## src/rtl/ysyx_pkg.sv

```systemverilog
// Shared definitions for the load/store unit: access size codes, FSM states
// and the alignment rule used to reject an access before it reaches the bus.
package ysyx_pkg;

  localparam logic [2:0] F3_B  = 3'b000;
  localparam logic [2:0] F3_H  = 3'b001;
  localparam logic [2:0] F3_W  = 3'b010;
  localparam logic [2:0] F3_BU = 3'b100;
  localparam logic [2:0] F3_HU = 3'b101;

  typedef enum logic [1:0] {
    LSU_IDLE,
    LSU_REQ,
    LSU_RSP,
    LSU_DONE
  } lsu_state_e;

  // Size codes outside B/H/W have no legal alignment and are faulted.
  function automatic logic lsu_misaligned(input logic [2:0] func3,
                                          input logic [1:0] addr_lo);
    case (func3[1:0])
      2'b00:   lsu_misaligned = 1'b0;
      2'b01:   lsu_misaligned = addr_lo[0];
      2'b10:   lsu_misaligned = (addr_lo != 2'b00);
      default: lsu_misaligned = 1'b1;
    endcase
  endfunction

endpackage

```

## src/rtl/ysyx_lsu_align.sv

```systemverilog
// Byte-lane steering between the LSB-aligned core side and the word-aligned
// bus side: write strobe/data shift and load data shift plus extension.
module ysyx_lsu_align
  import ysyx_pkg::*;
#(
  parameter int BIT_W = 32
) (
  input  logic [2:0]       func3,
  input  logic [1:0]       addr_lo,
  input  logic             is_load,
  input  logic [BIT_W-1:0] wdata,
  input  logic [BIT_W-1:0] rdata_raw,
  output logic [3:0]       wstrb,
  output logic [BIT_W-1:0] wdata_lane,
  output logic [BIT_W-1:0] rdata_ext
);

  logic [4:0]       lane_sh;
  logic [BIT_W-1:0] rdata_sh;

  function automatic logic [BIT_W-1:0] extend(input logic [2:0]       f3,
                                              input logic [BIT_W-1:0] w);
    case (f3)
      F3_B:    extend = {{(BIT_W-8){w[7]}}, w[7:0]};
      F3_H:    extend = {{(BIT_W-16){w[15]}}, w[15:0]};
      F3_BU:   extend = {{(BIT_W-8){1'b0}}, w[7:0]};
      F3_HU:   extend = {{(BIT_W-16){1'b0}}, w[15:0]};
      default: extend = w;
    endcase
  endfunction

  assign lane_sh    = {addr_lo, 3'b000};
  assign wdata_lane = wdata << lane_sh;
  assign rdata_sh   = rdata_raw >> lane_sh;
  assign rdata_ext  = extend(func3, rdata_sh);

  always_comb begin
    wstrb = 4'b0000;
    if (!is_load) begin
      case (func3[1:0])
        2'b00:   wstrb = 4'b0001 << addr_lo;
        2'b01:   wstrb = 4'b0011 << addr_lo;
        default: wstrb = 4'b1111;
      endcase
    end
  end

endmodule

```

## src/rtl/ysyx_lsu.sv

```systemverilog
// Load/store unit: captures one EXU request, runs a single bus transaction
// (or faults it locally) and returns a one-cycle completion pulse.
module ysyx_lsu
  import ysyx_pkg::*;
#(
  parameter int BIT_W = 32
) (
  input  logic             clk,
  input  logic             rst,
  input  logic             lsu_avalid,
  input  logic             lsu_ren,
  input  logic             lsu_wen,
  input  logic [BIT_W-1:0] lsu_addr,
  input  logic [2:0]       lsu_func3,
  input  logic [BIT_W-1:0] lsu_wdata,
  output logic [BIT_W-1:0] lsu_rdata,
  output logic             lsu_exu_rvalid,
  output logic             lsu_exu_wready,
  output logic             lsu_err,
  output logic             bus_req_valid,
  input  logic             bus_req_ready,
  output logic             bus_we,
  output logic [BIT_W-1:0] bus_addr,
  output logic [BIT_W-1:0] bus_wdata,
  output logic [3:0]       bus_wstrb,
  input  logic             bus_rsp_valid,
  input  logic [BIT_W-1:0] bus_rdata,
  input  logic             bus_err
);

  lsu_state_e       state_q, state_d;
  logic             capture, fault;
  logic             load_p0, err_p0;
  logic [BIT_W-1:0] addr_p0, wdata_p0, rdata_q;
  logic [2:0]       func3_p0;
  logic [3:0]       wstrb_lane;
  logic [BIT_W-1:0] wdata_lane, rdata_ext;
  logic             in_req, in_done;

  ysyx_lsu_align #(.BIT_W(BIT_W)) u_align (
    .func3      (func3_p0),
    .addr_lo    (addr_p0[1:0]),
    .is_load    (load_p0),
    .wdata      (wdata_p0),
    .rdata_raw  (bus_rdata),
    .wstrb      (wstrb_lane),
    .wdata_lane (wdata_lane),
    .rdata_ext  (rdata_ext)
  );

  always_comb begin
    state_d = state_q;
    capture = 1'b0;
    fault   = 1'b0;
    case (state_q)
      LSU_IDLE: begin
        if (lsu_avalid && (lsu_ren || lsu_wen)) begin
          capture = 1'b1;
          fault   = (lsu_ren && lsu_wen) || lsu_misaligned(lsu_func3, lsu_addr[1:0]);
          state_d = fault ? LSU_DONE : LSU_REQ;
        end
      end
      LSU_REQ:  if (bus_req_ready) state_d = LSU_RSP;
      LSU_RSP:  if (bus_rsp_valid) state_d = LSU_DONE;
      default:  state_d = LSU_IDLE;
    endcase
  end

  // Control state: FSM, transaction kind, fault flag and the returned load word.
  always_ff @(posedge clk or negedge rst) begin
    if (!rst) begin
      state_q <= LSU_IDLE;
      load_p0 <= 1'b0;
      err_p0  <= 1'b0;
      rdata_q <= '0;
    end else begin
      state_q <= state_d;
      if (capture) begin
        load_p0 <= lsu_ren;
        err_p0  <= fault;
        if (fault && lsu_ren) rdata_q <= '0;
      end else if (state_q == LSU_RSP && bus_rsp_valid) begin
        err_p0 <= bus_err;
        if (load_p0) rdata_q <= bus_err ? '0 : rdata_ext;
      end
    end
  end

  // Captured request operands; only observed while the FSM is past IDLE.
  always_ff @(posedge clk) begin
    if (capture) begin
      addr_p0  <= lsu_addr;
      func3_p0 <= lsu_func3;
      wdata_p0 <= lsu_wdata;
    end
  end

  assign in_req  = (state_q == LSU_REQ);
  assign in_done = (state_q == LSU_DONE);

  assign bus_req_valid  = in_req;
  assign bus_we         = in_req && !load_p0;
  assign bus_addr       = in_req ? {addr_p0[BIT_W-1:2], 2'b00} : '0;
  assign bus_wdata      = in_req ? wdata_lane : '0;
  assign bus_wstrb      = in_req ? wstrb_lane : 4'b0000;

  assign lsu_exu_rvalid = in_done && load_p0;
  assign lsu_exu_wready = in_done && !load_p0;
  assign lsu_err        = in_done && err_p0;
  assign lsu_rdata      = rdata_q;

endmodule

```

## config.mk

```make
export PLATFORM = sky130hd
export DESIGN_NAME = ysyx_lsu
export DESIGN_NICKNAME = d
export VERILOG_FILES = /design/src/rtl/ysyx_pkg.sv /design/src/rtl/ysyx_lsu_align.sv /design/src/rtl/ysyx_lsu.sv
export SDC_FILE = /design/constraint.sdc
export NUM_CORES = 1
export LEC_CHECK = 0
export BUFFER_PORTS_ARGS = -buffer_cell sky130_fd_sc_hd__buf_2
export CAP_MARGIN = 10
export CORE_UTILIZATION = 52
export DETAILED_ROUTE_END_ITERATION = 8
export HOLD_SLACK_MARGIN = 0.12
export PLACE_DENSITY = 0.92
export SYNTH_ARGS = -nofsm -noshare
export SYNTH_HDL_FRONTEND = slang
export SYNTH_SLANG_ARGS = --single-unit
```

## constraint.sdc

```tcl
create_clock -name clk -period 5.4 [get_ports clk]
set_clock_uncertainty 0.05 [all_clocks]
set_input_delay 0.81 -clock clk [delete_from_list [all_inputs] [get_ports clk]]
set_output_delay 0.81 -clock clk [all_outputs]
set_load 0.01 [all_outputs]
```

=== Word level (Yosys, flattened, before mapping) ===
Index checks and enable logic that the tools add are counted.

* Register bits: 103
* Latch bits: 0
* RAM bits: 0
* Bits in read-only memories: 0
* Output and inout port bits: 105
* Logic and storage cells: 69
* Memories kept: 0

* Add/sub/neg operators: 0
* $mul: 0
* Div/mod/pow operators: 0
* Order comparisons: 0
* Equality and inequality tests: 13
* Shifts and indexed selects: 4
* Muxes and demuxes: 25
* Bitwise logic cells: 0
* Reductions and logical operators: 20

{| class="wikitable"
|+ Operators by type and width
! kind !! number
|-
| two-way mux 32 bit || 7
|-
| one-hot mux 32 bit (4 select lines) || 1
|-
| left shift 32 x 5 -> 32 bit || 1
|-
| >> shifter 32 x 5 -> 32 bit || 1
|-
| logical AND 1 bit || 8
|-
| two-way mux 1 bit || 8
|-
| two-way mux 2 bit || 4
|-
| two-way mux 4 bit || 2
|-
| one-hot mux 4 bit (2 select lines) || 1
|-
| equality test 2 x 1 -> 1 bit (second input constant) || 3
|-
| equality test 2 bit (second input constant) || 3
|-
| equality test 3 bit (second input constant) || 2
|-
| logical NOT 2 bit || 3
|-
| inequality test 2 bit (second input constant) || 3
|-
| one-hot mux 2 bit (3 select lines) || 1
|-
| AND reduction 3 bit || 2
|-
| nonzero test 2 bit || 3
|-
| left shift 1 x 2 -> 4 bit (first input constant) || 1
|-
| left shift 2 x 2 -> 4 bit (first input constant) || 1
|-
| equality test 3 x 1 -> 1 bit (second input constant) || 1
|-
| logical NOT 3 bit || 1
|-
| one-hot mux 1 bit (3 select lines) || 1
|-
| logical OR 1 bit || 2
|-
| inequality test 2 x 1 -> 1 bit (second input constant) || 1
|-
| logical NOT 1 bit || 1
|}

=== Longest topological paths before layout ===
* Word-level depth: 10
* Gate-level depth with buffers: 8
* Depth with buffers taken out: 6

=== Modules after synthesis ===
Synthesis repeated with hierarchy kept, for this count alone.

* Cells, all modules: 462
* Area total of the unflattened synthesis: 5307.6 um2

{| class="wikitable"
|+ By module, submodules not included
! module !! times used !! cells an instance !! area each (um2) !! sequential area each (um2)
|-
| ysyx_lsu || 1 || 258 || 4021.4 || 2912.8
|-
| ysyx_lsu_align || 1 || 204 || 1286.2 || 0.0
|}

=== Worst setup path after synthesis ===
OpenSTA, ideal clock, no wires.

* Path kind: input port to flip-flop
* Start: input port lsu_wen
* End: register rdata_q[24], in the netlist lsu_rdata[24]
* Setup time: 0.065 ns
* Arrival time: 2.752 ns
* Required time: 5.285 ns
* Setup slack: 2.533 ns
* Stages: 6
* Path buffers: 2
* Cell sequence: o211a_4 -> or4b_4 -> buf_6 -> a2111oi_4 -> buf_6 -> a221o_2

* Cells in the longest elaborated chain, start to end: 7
* Elaborated cells between the ends (all ways): 14
* Those cells by class: 1 x eq/ne; 5 x mux; 8 x reduce/logical

{| class="wikitable"
|+ Ends and longest elaborated chain
! what !! RTL line !! RTL
|-
| from (decl) || ysyx_lsu.sv:12 || <nowiki>input logic lsu_wen,</nowiki>
|-
| logical AND 1 bit / logical OR 1 bit (equally long branches) || ysyx_lsu.sv:59, ysyx_lsu.sv:57 ||
|-
| logical OR 1 bit / logical AND 1 bit (equally long branches) || ysyx_lsu.sv:59, ysyx_lsu.sv:57 ||
|-
| two-way mux 1 bit || ysyx_lsu.sv:57 || <nowiki>if (lsu_avalid && (lsu_ren || lsu_wen)) begin</nowiki>
|-
| two-way mux 1 bit || ysyx_lsu.sv:55 || <nowiki>case (state_q)</nowiki>
|-
| logical AND 1 bit || ysyx_lsu.sv:81 || <nowiki>if (fault && lsu_ren) rdata_q <= '0;</nowiki>
|-
| inequality test 2 x 1 -> 1 bit (no line) || -- ||
|-
| AND reduction 3 bit (no line) || -- ||
|-
| to (signal assigned) || ysyx_lsu.sv:84 || <nowiki>if (load_p0) rdata_q <= bus_err ? '0 : rdata_ext;</nowiki>
|-
| to (decl) || ysyx_lsu.sv:34 || <nowiki>logic [BIT_W-1:0] addr_p0, wdata_p0, rdata_q;</nowiki>
|}

Parallel ways exist; a longest one is shown, timed or not.
A chain may end at the register's enable or synchronous reset.

=== Worst setup path in the final report ===
* Start: register addr_p0[1]
* End: output port bus_wdata[19]

* Cells in the longest elaborated chain, start to end: 2

{| class="wikitable"
|+ Ends and longest elaborated chain
! what !! RTL line !! RTL
|-
| from (decl) || ysyx_lsu.sv:34 ||
|-
| from (signal assigned) || ysyx_lsu.sv:92 || <nowiki>addr_p0 <= lsu_addr;</nowiki>
|-
| left shift 32 x 5 -> 32 bit || ysyx_lsu_align.sv:33 || <nowiki>assign wdata_lane = wdata << lane_sh;</nowiki>
|-
| two-way mux 32 bit || ysyx_lsu.sv:104 || <nowiki>assign bus_wdata = in_req ? wdata_lane : '0;</nowiki>
|-
| to (decl) || ysyx_lsu.sv:24 || <nowiki>output logic [BIT_W-1:0] bus_wdata,</nowiki>
|}

Every way passes these cells.

==> out/summary.md <==
Across the run, the number of max-cap violations was 0. TritonCTS built the clock tree. During synthesis, Yosys emitted a total of 0 warnings.

The run gives 0 as the final-report setup violation count. For the count of clock tree sinks, the log shows 103. Summed over all cells, the static leakage comes to 0.003059 uW.

At the worst endpoint, the arrival time is 2.56 ns. The clock tree synthesis step divided the H-tree into 3 levels. The largest single stage delay on the critical path is 0.84 ns.

The core area is 9284 um^2, and the count of endpoints failing hold in the final timing report is 0. Type of the worst setup path: reg -> out. In this run the horizontal extent of the chip is 100.2 um. Clock-pin slew was measured on the worst setup and hold paths at 0.11 ns.

Counting the buffers created by CTS gives 9. The tools report the boundary pin count as 212. Yosys attributes the largest share of cell area to edfxtp_1, dfrtp_1, mux2i_1, and2_1, mux2_2.

In the global route stage, overall resource usage came out at 26.05%. The path type of the worst min-delay path was reg -> reg. The tools report the critical path launch point type as a flip-flop.

Relative slew slack: 35.77%. Post-CTS repair changed the size of 0 cells. The tools report the net total in the final layout as 708.

At the pin with the least slew margin, the transition time is 0.9635 ns. The power density of the placed cells was 400.4 nW/um^2. The run gives 3971 as the via count of the first global-routing pass.

The most common cell in the synthesized netlist is edfxtp_1. The first global-routing pass estimated 19890 um of wire. The worst supply voltage drop on vdd is 0.2285 mV, and the post-synthesis instance total is 401. Input and output buffers added on the ports amount to 209. The count of nets left with antenna violations once routing finished came out at 0. In the synthesized netlist the dominant register cell turns out to be edfxtp_1. For the number of pins with negative max-slew slack in the final report, the log shows 0. The clock root buffer master is clkbuf_8. The starting density of the core came out at 53.96%. The run gives 13000 um as the total length of routed wires.

The cell depth of the worst min-delay path works out to 1. The share of the synthesized area in the top cell type was 40.16%. For the total half-perimeter wirelength after legalization and detailed placement, the log shows 9457 um. After clock tree synthesis, the flow added hold-fix buffers numbering 0. The pre-antenna-repair detailed-routing pass consisted of 4 iterations.

Worst-path cell with the longest stage delay: nor2b_1. Walking the worst path, the cells encountered are nor2b_1 > nand2_1 > o21ai_0 > and2_1 > buf_2. The share of flip-flops with an asynchronous set or reset is 34.95%, and the number of setup buffers added after CTS is 0. The run gives 4.54 ns as the data required time of the critical path.

A synthesized cell averages 12.49 um^2. In the final layout, the share of cells above drive strength 1 is 43.59%. The die covers 10030 um^2. From bottom edge to top edge, the die measures 100.2 um.

Kind of end point of the critical path: an output port. Derived from the worst setup path, the maximum achievable clock frequency is 0.2925 GHz. The biggest area contributor in the post-synthesis netlist is edfxtp_1. Dividing the detail-routed wire length by the instance count gives 17.79 um. The detailed router placed 4061 vias in this run. Ranked by instance count, the synthesized netlist is headed by edfxtp_1, and2_1, dfrtp_1. After the first detailed-routing iteration, the DRC count stood at 220. The tools report the number of antenna violations at the first check in global routing as 0. The clock passes through at most 2 buffers. For the worst-skew pair, the clock arrives at the later sink with an insertion delay of 0.36 ns.

Entering global routing, the biggest net connects 73 pins. Of all nets on the critical path, the largest fanout is 24. The run finished with clean final reports. The synthesis-to-finish area growth was 25.97%; the sum of negative setup slack was 0 ns. The smallest clock period supported by the final layout is computed as 3.418 ns. The final critical path takes up 63.30% of the cycle. After global routing the overflow that remains totals 0. In this run, synthesis produced a sequential element count of 103. The worst-case hold slack was 0.4460 ns. Via density per instance: 5.555. For the number of remaining DRC errors, the log shows 0. Yosys mapped the design onto 38 distinct sky130hd cell types.

Number of flops mapped to enable cells by yosys: 67. The worst register-to-register path has a depth of 6. Sequential cells were found to cover 58.14% of the synthesized design area. After floorplanning, the core was divided into 35 placement rows. The final weighted congestion in routability-driven placement is 0.8188. Setup repair after global routing left no endpoint under its margin. The synthesized netlist occupies a cell area of 5010 um^2.
worst max-delay path, delay by kind of cell (launching register included):
kind / cells / cell delay (ns)
AND/OR/NAND/NOR: 3 / 1.11
flip-flops: 1 / 0.82
AO/OA/AOI/OAI: 1 / 0.13
buffers and inverters: 1 / 0.13
registers in the layout, indices dropped and copies added, names as in the netlist:
signal	count
wdata_p0	32
func3_p0	3
load_p0	1
addr_p0	32
state_q	2
err_p0	1
lsu_rdata	32
power by group:
group	internal [uW]	switching (uW)	total [uW]
combinational	401	530	930
clock	179	291	470
sequential	1030	96.0	1130
total	1610	916	2530
worst paths after layout:
kind	start	to	slack, ns
min reg2reg	lsu_rdata[12]$_DFFE_PN0P_	lsu_rdata[12]$_DFFE_PN0P_	0.45
max in group asynchronous	rst	lsu_rdata[24]$_DFFE_PN0P_	4.32
min	lsu_rdata[12]$_DFFE_PN0P_	lsu_rdata[12]$_DFFE_PN0P_	0.45
max	addr_p0[1]$_DFFE_PP_	bus_wdata[19]	1.98
min in group asynchronous	rst	lsu_rdata[11]$_DFFE_PN0P_	0.47
max reg2reg	state_q[1]$_DFFE_PN0P_	lsu_rdata[26]$_DFFE_PN0P_	2.14
cell usage in the layout (no fill, tap or decap), types with 2 or more instances in the layout:
cell         n
nor3_1       2
a221o_2     10
inv_6        2
mux2i_1     32
o21ai_0     20
clkbuf_8     9
nand3b_1     7
nand2b_1     5
o2bb2ai_1   14
o211a_1      8
edfxtp_1    67
mux2_2      16
conb_1       2
a221o_1      8
nor2_1      22
nor3b_1      2
and2_1      48
inv_1        5
nor2b_1      5
buf_2      209
o31ai_1      2
inv_8        2
a21oi_1     20
buf_4        4
dfrtp_1     36
nand2_1     23
ha_1         5
o21bai_1     2
clkinv_4     2
logic make-up (layout without fill, tap and decap cells):
logic type / after synthesis / after routing / share of synthesized area [%]
simple gates: 118 / 118 / 12.89
flops: 103 / 103 / 58.14
compound gates: 90 / 90 / 14.09
mux: 49 / 49 / 10.44
buf+inv: 35 / 234 / 3.122
fa+ha+maj: 5 / 5 / 1.249
other cells: 1 / 3 / 0.07485
area by class of cell:
| type | instances | area [um^2] |
|---|---|---|
| fill | 711 | 2973 |
| sequential | 103 | 2913 |
| multi-input combinational | 264 | 1951 |
| timing repair buffer | 213 | 1076 |
| tap | 129 | 161.4 |
| clock buffer | 9 | 123.9 |
| clock inverter | 7 | 65.06 |
| inverter | 5 | 18.77 |
| antenna | 1 | 2.502 |
through the flow:
step | util, % | total power [uW] | instance area [um^2] | cells | setup WS, ns
CTS | 67.95 | 2534 | 6309 | 730 | 1.993
detailed placement | 65.92 | 2070 | 6120 | 714 | 1.929
finish | 67.98 | 2527 | 6311 | 731 | 1.982
global route | 67.95 | 2668 | 6309 | 730 | 1.678
global placement | 65.92 | 2028 | 6120 | 714 | 2.028
floorplan | - | 1688 | 5014 | 402 | 2.533
metal layers:
metal	wire, um	up-vias	track usage [%]
li1	-	1869	-
met1	5016	1941	30.96
met2	6594	224	45.47
met3	1083	27	6.337
met4	309	0	10.48
met5	0	-	0
Note: power is estimated with default switching activity, not from simulation.
